--- config.mk ---
export PLATFORM = sky130hd
export DESIGN_NAME = voice_scheduler_flat
export DESIGN_NICKNAME = d
export VERILOG_FILES = /design/src/rtl/voice_scheduler_if.sv /design/src/rtl/voice_scheduler.sv /design/src/flat_wrapper.sv
export SDC_FILE = /design/constraint.sdc
export NUM_CORES = 1
export LEC_CHECK = 0
export BUFFER_PORTS_ARGS = -buffer_cell sky130_fd_sc_hd__buf_2
export CAP_MARGIN = 20
export CORE_MARGIN = 3
export CORE_UTILIZATION = 30
export DETAILED_ROUTE_END_ITERATION = 7
export PLACE_DENSITY_LB_ADDON = 0.05
export SYNTH_ARGS = -nofsm -noshare
export SYNTH_HDL_FRONTEND = slang
export SYNTH_SLANG_ARGS = --single-unit
--- constraint.sdc ---
create_clock -name clk -period 8 [get_ports clk]
set_input_delay 0.8 -clock clk [delete_from_list [all_inputs] [get_ports clk]]
set_output_delay 0.8 -clock clk [all_outputs]
set_load 0.01 [all_outputs]
--- src/rtl/voice_scheduler_if.sv ---
// Request handshake and voice load bus shared between the note source,
// the voice scheduler and the downstream voice demux.
interface voice_scheduler_if #(
  parameter int NOTE_W = 6
);
  logic              req_valid;
  logic              req_ready;
  logic              req_on;
  logic [NOTE_W-1:0] req_note;
  logic [2:0]        voice_sel;
  logic              load_en;
  logic              load_gate;
  logic [NOTE_W-1:0] load_note;
  logic              steal;

  modport master (
    output req_valid, req_on, req_note,
    input  req_ready, voice_sel, load_en, load_gate, load_note, steal
  );

  modport slave (
    input  req_valid, req_on, req_note,
    output req_ready, voice_sel, load_en, load_gate, load_note, steal
  );
endinterface

--- src/rtl/voice_scheduler.sv ---
// Allocates note-on/note-off requests onto 8 tone-generator voices with
// retrigger, round-robin allocation, voice stealing and an all-notes-off flush.
module voice_scheduler #(
  parameter int NOTE_W   = 6,
  parameter int N_VOICES = 8
) (
  input  logic             clk,
  input  logic             resetn,
  voice_scheduler_if.slave bus,
  input  logic             all_off,
  output logic [7:0]       voice_busy
);

  typedef enum logic [1:0] {IDLE, SCAN, LOAD, FLUSH} state_t;

  state_t            state, next_state;
  logic [7:0]        busy;
  logic [NOTE_W-1:0] notes [N_VOICES];
  logic [2:0]        alloc_ptr;
  logic [2:0]        flush_idx;
  logic              ready_q;
  logic              req_on_r;
  logic [NOTE_W-1:0] req_note_r;
  logic [2:0]        chosen_q;
  logic              steal_q;
  logic [2:0]        sel_q;
  logic              gate_q;
  logic [NOTE_W-1:0] note_q;

  logic              match_found, free_found;
  logic [2:0]        match_idx, free_idx, vi, cand;

  assign voice_busy    = busy;
  assign bus.req_ready = ready_q;

  // Lowest busy voice holding the requested note, and first free voice from alloc_ptr.
  always_comb begin
    match_found = 1'b0;
    match_idx   = '0;
    free_found  = 1'b0;
    free_idx    = alloc_ptr;
    vi          = '0;
    cand        = '0;
    for (int unsigned i = 0; i < N_VOICES; i++) begin
      vi = 3'(i);
      if (!match_found && busy[vi] && notes[vi] == req_note_r) begin
        match_found = 1'b1;
        match_idx   = vi;
      end
    end
    for (int unsigned k = 0; k < N_VOICES; k++) begin
      cand = alloc_ptr + 3'(k);
      if (!free_found && !busy[cand]) begin
        free_found = 1'b1;
        free_idx   = cand;
      end
    end
  end

  // Bus fields fall back to the last strobed values when no strobe is issued.
  always_comb begin
    next_state    = state;
    bus.load_en   = 1'b0;
    bus.steal     = 1'b0;
    bus.voice_sel = sel_q;
    bus.load_gate = gate_q;
    bus.load_note = note_q;
    case (state)
      IDLE: begin
        if (all_off)
          next_state = FLUSH;
        else if (bus.req_valid && ready_q)
          next_state = SCAN;
      end
      SCAN: begin
        if (req_on_r || match_found)
          next_state = LOAD;
        else
          next_state = IDLE;
      end
      LOAD: begin
        bus.load_en   = 1'b1;
        bus.voice_sel = chosen_q;
        bus.load_gate = req_on_r;
        bus.load_note = req_note_r;
        bus.steal     = steal_q;
        next_state    = IDLE;
      end
      FLUSH: begin
        if (busy[flush_idx]) begin
          bus.load_en   = 1'b1;
          bus.voice_sel = flush_idx;
          bus.load_gate = 1'b0;
          bus.load_note = notes[flush_idx];
        end
        if (flush_idx == 3'd7)
          next_state = IDLE;
      end
      default: next_state = IDLE;
    endcase
  end

  always_ff @(posedge clk) begin
    if (!resetn) begin
      state      <= IDLE;
      ready_q    <= 1'b0;
      busy       <= '0;
      alloc_ptr  <= '0;
      flush_idx  <= '0;
      req_on_r   <= 1'b0;
      req_note_r <= '0;
      chosen_q   <= '0;
      steal_q    <= 1'b0;
      sel_q      <= '0;
      gate_q     <= 1'b0;
      note_q     <= '0;
      for (int unsigned i = 0; i < N_VOICES; i++)
        notes[i] <= '0;
    end else begin
      state   <= next_state;
      ready_q <= (next_state == IDLE);
      if (bus.load_en) begin
        sel_q  <= bus.voice_sel;
        gate_q <= bus.load_gate;
        note_q <= bus.load_note;
      end
      case (state)
        IDLE: begin
          flush_idx <= '0;
          if (!all_off && bus.req_valid && ready_q) begin
            req_on_r   <= bus.req_on;
            req_note_r <= bus.req_note;
          end
        end
        SCAN: begin
          steal_q <= 1'b0;
          if (!req_on_r || match_found) begin
            chosen_q <= match_idx;
          end else if (free_found) begin
            chosen_q  <= free_idx;
            alloc_ptr <= free_idx + 3'd1;
          end else begin
            chosen_q  <= alloc_ptr;
            steal_q   <= 1'b1;
            alloc_ptr <= alloc_ptr + 3'd1;
          end
        end
        LOAD: begin
          if (req_on_r) begin
            busy[chosen_q]  <= 1'b1;
            notes[chosen_q] <= req_note_r;
          end else begin
            busy[chosen_q] <= 1'b0;
          end
        end
        FLUSH: begin
          busy[flush_idx] <= 1'b0;
          flush_idx       <= flush_idx + 3'd1;
        end
        default: ;
      endcase
    end
  end

endmodule

--- src/flat_wrapper.sv ---
// flat-port wrapper written by rule: the top's interface ports become plain ports
module voice_scheduler_flat 
#(
  parameter int NOTE_W   = 6,
  parameter int N_VOICES = 8
)
  (clk, resetn, all_off, voice_busy, bus_req_valid, bus_req_on, bus_req_note, bus_req_ready, bus_voice_sel, bus_load_en, bus_load_gate, bus_load_note, bus_steal);
  voice_scheduler_if #(.NOTE_W(NOTE_W)) bus_i ();
  input  logic clk;
  input  logic resetn;
  input  logic all_off;
  output logic [7:0] voice_busy;
  input wire logic [$bits(bus_i.req_valid)-1:0] bus_req_valid;
  input wire logic [$bits(bus_i.req_on)-1:0] bus_req_on;
  input wire logic [$bits(bus_i.req_note)-1:0] bus_req_note;
  output wire logic [$bits(bus_i.req_ready)-1:0] bus_req_ready;
  output wire logic [$bits(bus_i.voice_sel)-1:0] bus_voice_sel;
  output wire logic [$bits(bus_i.load_en)-1:0] bus_load_en;
  output wire logic [$bits(bus_i.load_gate)-1:0] bus_load_gate;
  output wire logic [$bits(bus_i.load_note)-1:0] bus_load_note;
  output wire logic [$bits(bus_i.steal)-1:0] bus_steal;
  assign bus_i.req_valid = bus_req_valid;
  assign bus_i.req_on = bus_req_on;
  assign bus_i.req_note = bus_req_note;
  assign bus_req_ready = bus_i.req_ready;
  assign bus_voice_sel = bus_i.voice_sel;
  assign bus_load_en = bus_i.load_en;
  assign bus_load_gate = bus_i.load_gate;
  assign bus_load_note = bus_i.load_note;
  assign bus_steal = bus_i.steal;
  voice_scheduler #(.NOTE_W(NOTE_W), .N_VOICES(N_VOICES)) u_core (.clk(clk), .resetn(resetn), .bus(bus_i), .all_off(all_off), .voice_busy(voice_busy));
endmodule
* Word level (Yosys, flattened, before mapping) *
Memory sizes are Yosys's and may differ from the RTL's. A register that Yosys moved wholly into a read port is not among the register bits.
Cells that the tools add are included.

cells by class
  add/sub/neg operators = 9
  order comparisons = 12
  equal/unequal tests = 12
  mux-type cells = 84
  bitwise logic cells = 6
  reduce and logical (&&, ||, !) cells = 58

operator list
  kind                                                                    number
  3-bit two-way mux                                                       18
  6-bit equality test                                                     8
  3-bit by 4-bit < comparator with 1-bit output (second input constant)   10
  1-bit two-way mux                                                       39
  1-bit binary-select mux with 3-bit select                               9
  1-bit logical AND                                                       27
  1-bit logical NOT                                                       22
  8-bit bitwise AND                                                       2
  8-bit inverter                                                          2
  8-bit one-hot mux with 2 select lines                                   1
  3-bit adder (second input constant)                                     4
  2-bit two-way mux                                                       6
  6-bit two-way mux                                                       2
  3-bit one-hot mux with 2 select lines                                   2
  6-bit one-hot mux with 2 select lines                                   1
  3-bit by 1-bit adder with 3-bit output (second input constant)          3
  8-bit two-way mux                                                       1
  8-bit OR                                                                1
  2-bit one-hot mux with 4 select lines                                   1
  3-bit by 2-bit adder with 3-bit output (second input constant)          2
  1-bit demux with 3-bit select                                           2
  3-bit by 1-bit >= comparator with 1-bit output (second input constant)  2
  6-bit OR reduction                                                      1
  2-bit equality test (second input constant)                             2
  other kinds (8)                                                         13

storage, ports and cells
  register bits = 38
  RAM bits = 48
  bits of input ports = 11
  output and inout bits = 21
  logic and storage cells = 194
  memories kept = 1

memory list
  name          depth  width  read ports  clocked after memory_dff  wr ports  line                   RTL
  u_core.notes  8      6      9           1                         8         voice_scheduler.sv:18  logic [NOTE_W-1:0] notes [N_VOICES];

* Depth between registers and ports, before layout *
An unclocked memory read counts as a cell.

  depth after elaboration = 36
  mapped depth = 15
  depth with buffers taken out = 13

* Least setup slack after synthesis *
Ideal clock, no wire load.

  path type = register -> register
  start point = register u_core.alloc_ptr[1]
  end point = register u_core.alloc_ptr[1]
  setup time = 129 ps
  arrival = 3564 ps
  required time = 7871 ps
  slack = 4307 ps
  stages on the path, launching flop included = 15
  path buffers = 1
  clock period less this slack = 3693 ps
  path through = dfxtp_1 buf_6 clkinv_1 ha_1 mux4_1 mux2_4 a32o_2 and3_2 o21ai_0 a41oi_1 a21oi_1 ha_1 mux2_2 nor2_1 a211oi_1

on the way
  cells in the longest elaborated chain, start to end = 26
  elaborated cells between the ends (all ways) = 60
  those cells by class = add/sub: 8; mux: 32; reduce/logical: 20

RTL lines
  what                                       line                                           RTL
  start: declaration                         voice_scheduler.sv:19                          logic [2:0] alloc_ptr;
  start signal: assignment                   voice_scheduler.sv:141                         alloc_ptr <= free_idx + 3'd1;
  start signal: assignment                   voice_scheduler.sv:145                         alloc_ptr <= alloc_ptr + 3'd1;
  3-bit by 1-bit adder with 3-bit output     voice_scheduler.sv:52, voice_scheduler.sv:145
  1-bit binary-select mux with 3-bit select  voice_scheduler.sv:53                          if (!free_found && !busy[cand]) begin
  1-bit two-way mux (not written as such)    voice_scheduler.sv:53
  1-bit logical NOT                          voice_scheduler.sv:53
  1-bit logical AND                          voice_scheduler.sv:53
  1-bit two-way mux                          voice_scheduler.sv:53
  1-bit logical NOT                          voice_scheduler.sv:53
  1-bit logical AND                          voice_scheduler.sv:53
  (+10 left out)                             n/a
  1-bit logical NOT                          voice_scheduler.sv:53
  1-bit logical AND                          voice_scheduler.sv:53
  1-bit two-way mux                          voice_scheduler.sv:53
  1-bit logical NOT                          voice_scheduler.sv:53
  1-bit logical AND                          voice_scheduler.sv:53
  3-bit two-way mux                          voice_scheduler.sv:53
  3-bit by 1-bit adder with 3-bit output     voice_scheduler.sv:141
  3-bit two-way mux (*)                      voice_scheduler.sv:139                         end else if (free_found) begin

Mark *: on every way between the ends. The rest lies on a longest branch, timed or not. The select of a mux whose other input is x is not followed.
A chain may end at the register's enable or synchronous reset.

* Worst setup path in the final report *
Same ends and word-level chain as after synthesis.

==> results.toml <==
[outcome]
outcome = "finished, final reports clean"

[cts]
cts-htree-levels = 3
cts_setup_buffers = 0
cts_max_path_buffers = 2
cts_buffers = 9
cts_tree = "done"
cts.hold.buffers_added = 0
post_cts_resized = 0
clk_pin_slew_ns = 0.06
clk_latency_ns = 0.36
root_buffer = "clkbuf_16"
clock_sinks = 89

[logic_synthesis]
synth_cells = 537
syn_nets = 557
yosys.cell_types.count = 65
synth_top_cell_by_area = "edfxtp_1"
syn_avg_cell_area_sq_um = 10.6
ys_ff_latch = 89
synth_top_area_share_pct = 25.4
ys_seq_area_share_pct = 39.9
synth_warnings = 0
synth_edf_count = 48
syn_area_sq_um = 5670
async_reset_ff_share_pct = 0
synth.area.top_cells = "edfxtp_1, dfxtp_1, mux4_2, and2_1, xor2_1"
synthFlopType = "edfxtp_1"

[sta]
rsz0062_at_grt = "no"
timing.fmax_mhz = 214
relSlewSlack_pct = 34.1
hold_violations = 0
fin_crit_ns = 4.67
finalClockSkew_ns = 0.00834
tightestPinTransition_ns = 0.987
setup_viol = 0
final_max_slew_viol_count = 0
min_period_over_period_pct = 58.4
setup_tns_ns = 0

[routing]
drcViolationCount = 0
wire_per_inst_um = 20.9
drt_pass1_iterations = 4
antenna_left = 0
via_per_inst = 5.33
wl_um = 16300
vias = 4170
drt_iter0_markers = 298

[global_route]
grt_pass1_vias = 4177
grt-ovfl-total = 0
grt_pass1_wl_um = 25600
grt_usage_pct = 16.5
antenna_found_initial = 0
grt_start_max_net_pins = 32

[critical_path]
end_kind = "register"
start_kind = "register"
critPathCapture = "u_core.alloc_ptr[1]$_SDFFE_PN0P_"
reg2reg_depth = 13
r2r_end = "u_core.alloc_ptr[1]$_SDFFE_PN0P_"
path_max_fanout = 13
startpoint = "u_core.alloc_ptr[1]$_SDFFE_PN0P_"
cp_data_required_time_ns = 8.21
worst-endpoint-arrival_ns = 4.88
reg2reg_from = "u_core.alloc_ptr[1]$_SDFFE_PN0P_"
rrSetupSlack_ns = 3.33
crit_type = "register to register"

[cells_and_area]
diodes = 0
finish.utilization_pct = 34.1
syn_to_final_growth_pct = 9.79
finalNetCount = 568
nFillCells = 1863
drive_gt1_share_pct = 16.1

[power]
ir_drop_mv = 0.120
power_per_cell_area_nw_per_um2 = 172
p_leak_nw = 2.37

[place]
gp_congestion = 0.878
hpwl_um = 11800
io_buffers = 31

[die]
pin_count = 32
die_h_um = 144
start_util_pct = 31.1
core_region_area_sq_um = 18300
dieArea_sq_um = 20600
die_w_um = 144
rows = 49

[job]
maxCapViolCount = 0

[min_path]
holdCritPathClass = "register to register"
whs_path_depth = 2
[cells in the final DEF (no fill, tap or decap), types with 4 or more instances in the layout]
| cell type | Yosys | routed |
|---|---|---|
| buf_2 | 4 | 31 |
| xnor2_1 | 25 | 25 |
| edfxtp_1 | 48 | 48 |
| nand3_1 | 6 | 6 |
| clkbuf_16 | 0 | 9 |
| mux2_2 | 7 | 7 |
| and2_1 | 62 | 62 |
| nor4_1 | 11 | 11 |
| ha_1 | 9 | 9 |
| a221o_1 | 9 | 9 |
| mux4_2 | 22 | 22 |
| a21oi_1 | 13 | 13 |
| dfxtp_1 | 41 | 41 |
| mux2i_1 | 21 | 21 |
| mux4_1 | 4 | 4 |
| a211oi_1 | 5 | 5 |
| o21ai_0 | 22 | 22 |
| inv_1 | 15 | 16 |
| nand4_1 | 11 | 11 |
| xor2_1 | 28 | 28 |
| nand2b_1 | 8 | 8 |
| nor2b_1 | 5 | 5 |
| nand2_1 | 18 | 18 |
| nor3_1 | 9 | 9 |
| nor2_1 | 51 | 51 |
[per-layer routing]
layer	global-route usage, %	routed length [um]	vias up
met5	0	0	-
met4	4.66	273	0
met3	2.93	491	15
met2	27.1	7840	80
met1	22.4	7740	2083
li1	-	-	1992
[worst min path at each step]
stage                                     start                     endpoint  slack (ns)
global route        u_core.steal_q$_SDFFE_PN0P_  u_core.steal_q$_SDFFE_PN0P_        0.52
finish              u_core.steal_q$_SDFFE_PN0P_  u_core.steal_q$_SDFFE_PN0P_        0.48
detailed placement  u_core.steal_q$_SDFFE_PN0P_  u_core.steal_q$_SDFFE_PN0P_        0.47
floorplan           u_core.steal_q$_SDFFE_PN0P_  u_core.steal_q$_SDFFE_PN0P_        0.45
global placement    u_core.steal_q$_SDFFE_PN0P_  u_core.steal_q$_SDFFE_PN0P_        0.46
CTS                 u_core.steal_q$_SDFFE_PN0P_  u_core.steal_q$_SDFFE_PN0P_        0.48
[cells in the mapped netlist (all sizes together), types with 11 or more instances]
cell type / number
mux2i: 21
xor2: 28
inv: 15
o21ai: 22
dfxtp: 41
nand4: 11
and2: 64
clkbuf: 20
a21oi: 13
edfxtp: 48
nand2: 18
nor4: 11
nor2: 51
xnor2: 25
buf: 12
mux4: 26
[stage by stage]
| stage | worst slack [ns] | hold slack, ns | area, sq um | instances | power [mW] |
|---|---|---|---|---|---|
| floorplan | 4.31 | 0.449 | 5670 | 537 | 0.607 |
| global placement | 3.37 | 0.464 | 5930 | 766 | 0.649 |
| finish | 3.33 | 0.478 | 6230 | 782 | 1.07 |
| detailed placement | 3.34 | 0.468 | 5930 | 766 | 0.649 |
| global route | 2.95 | 0.516 | 6230 | 782 | 1.12 |
| CTS | 3.32 | 0.484 | 6230 | 782 | 1.08 |
[report_power, final]
group	leakage (nW)	switching (mW)	internal, mW
Clock	0.151	0.191	0.242
Sequential	0.827	0.0281	0.497
Combinational	1.39	0.0631	0.0494
[cells by family (layout without fill, tap and decap cells)]
kind of cell | count (synthesis) | after routing | share of synthesized area (%)
multiplexers | 56 | 56 | 16.2
buffers and inverters | 50 | 66 | 4.54
adder cells (fa/ha/maj) | 9 | 9 | 1.99
XOR/XNOR | 53 | 53 | 8.18
AND/OR/NAND/NOR | 197 | 197 | 18.6
flip-flops | 89 | 89 | 39.9
AO/OA/AOI/OAI | 83 | 83 | 10.6
[critical path, cell delays in order, from the launching register on]
cell and delay [ns]:
dfxtp_1 0.68, clkinv_1 0.44, ha_1 0.70, mux4_1 0.72
mux2_4 0.31, a32o_2 0.33, and3_2 0.21, o21ai_0 0.15
a41oi_1 0.13, a21oi_1 0.20, ha_1 0.26, mux2_2 0.26
nor2_1 0.08, a211oi_1 0.06
[area by class of cell]
cell class	count	area [sq um]	area share [%]
clock buffer	9	225	3.62
inverter	18	67.6	1.08
tap	229	287	4.60
clock inverter	7	71.3	1.15
timing repair buffer	32	163	2.61
multi-input combinational	398	3150	50.6
sequential	89	2260	36.3
(Power assumes the default switching activity.)
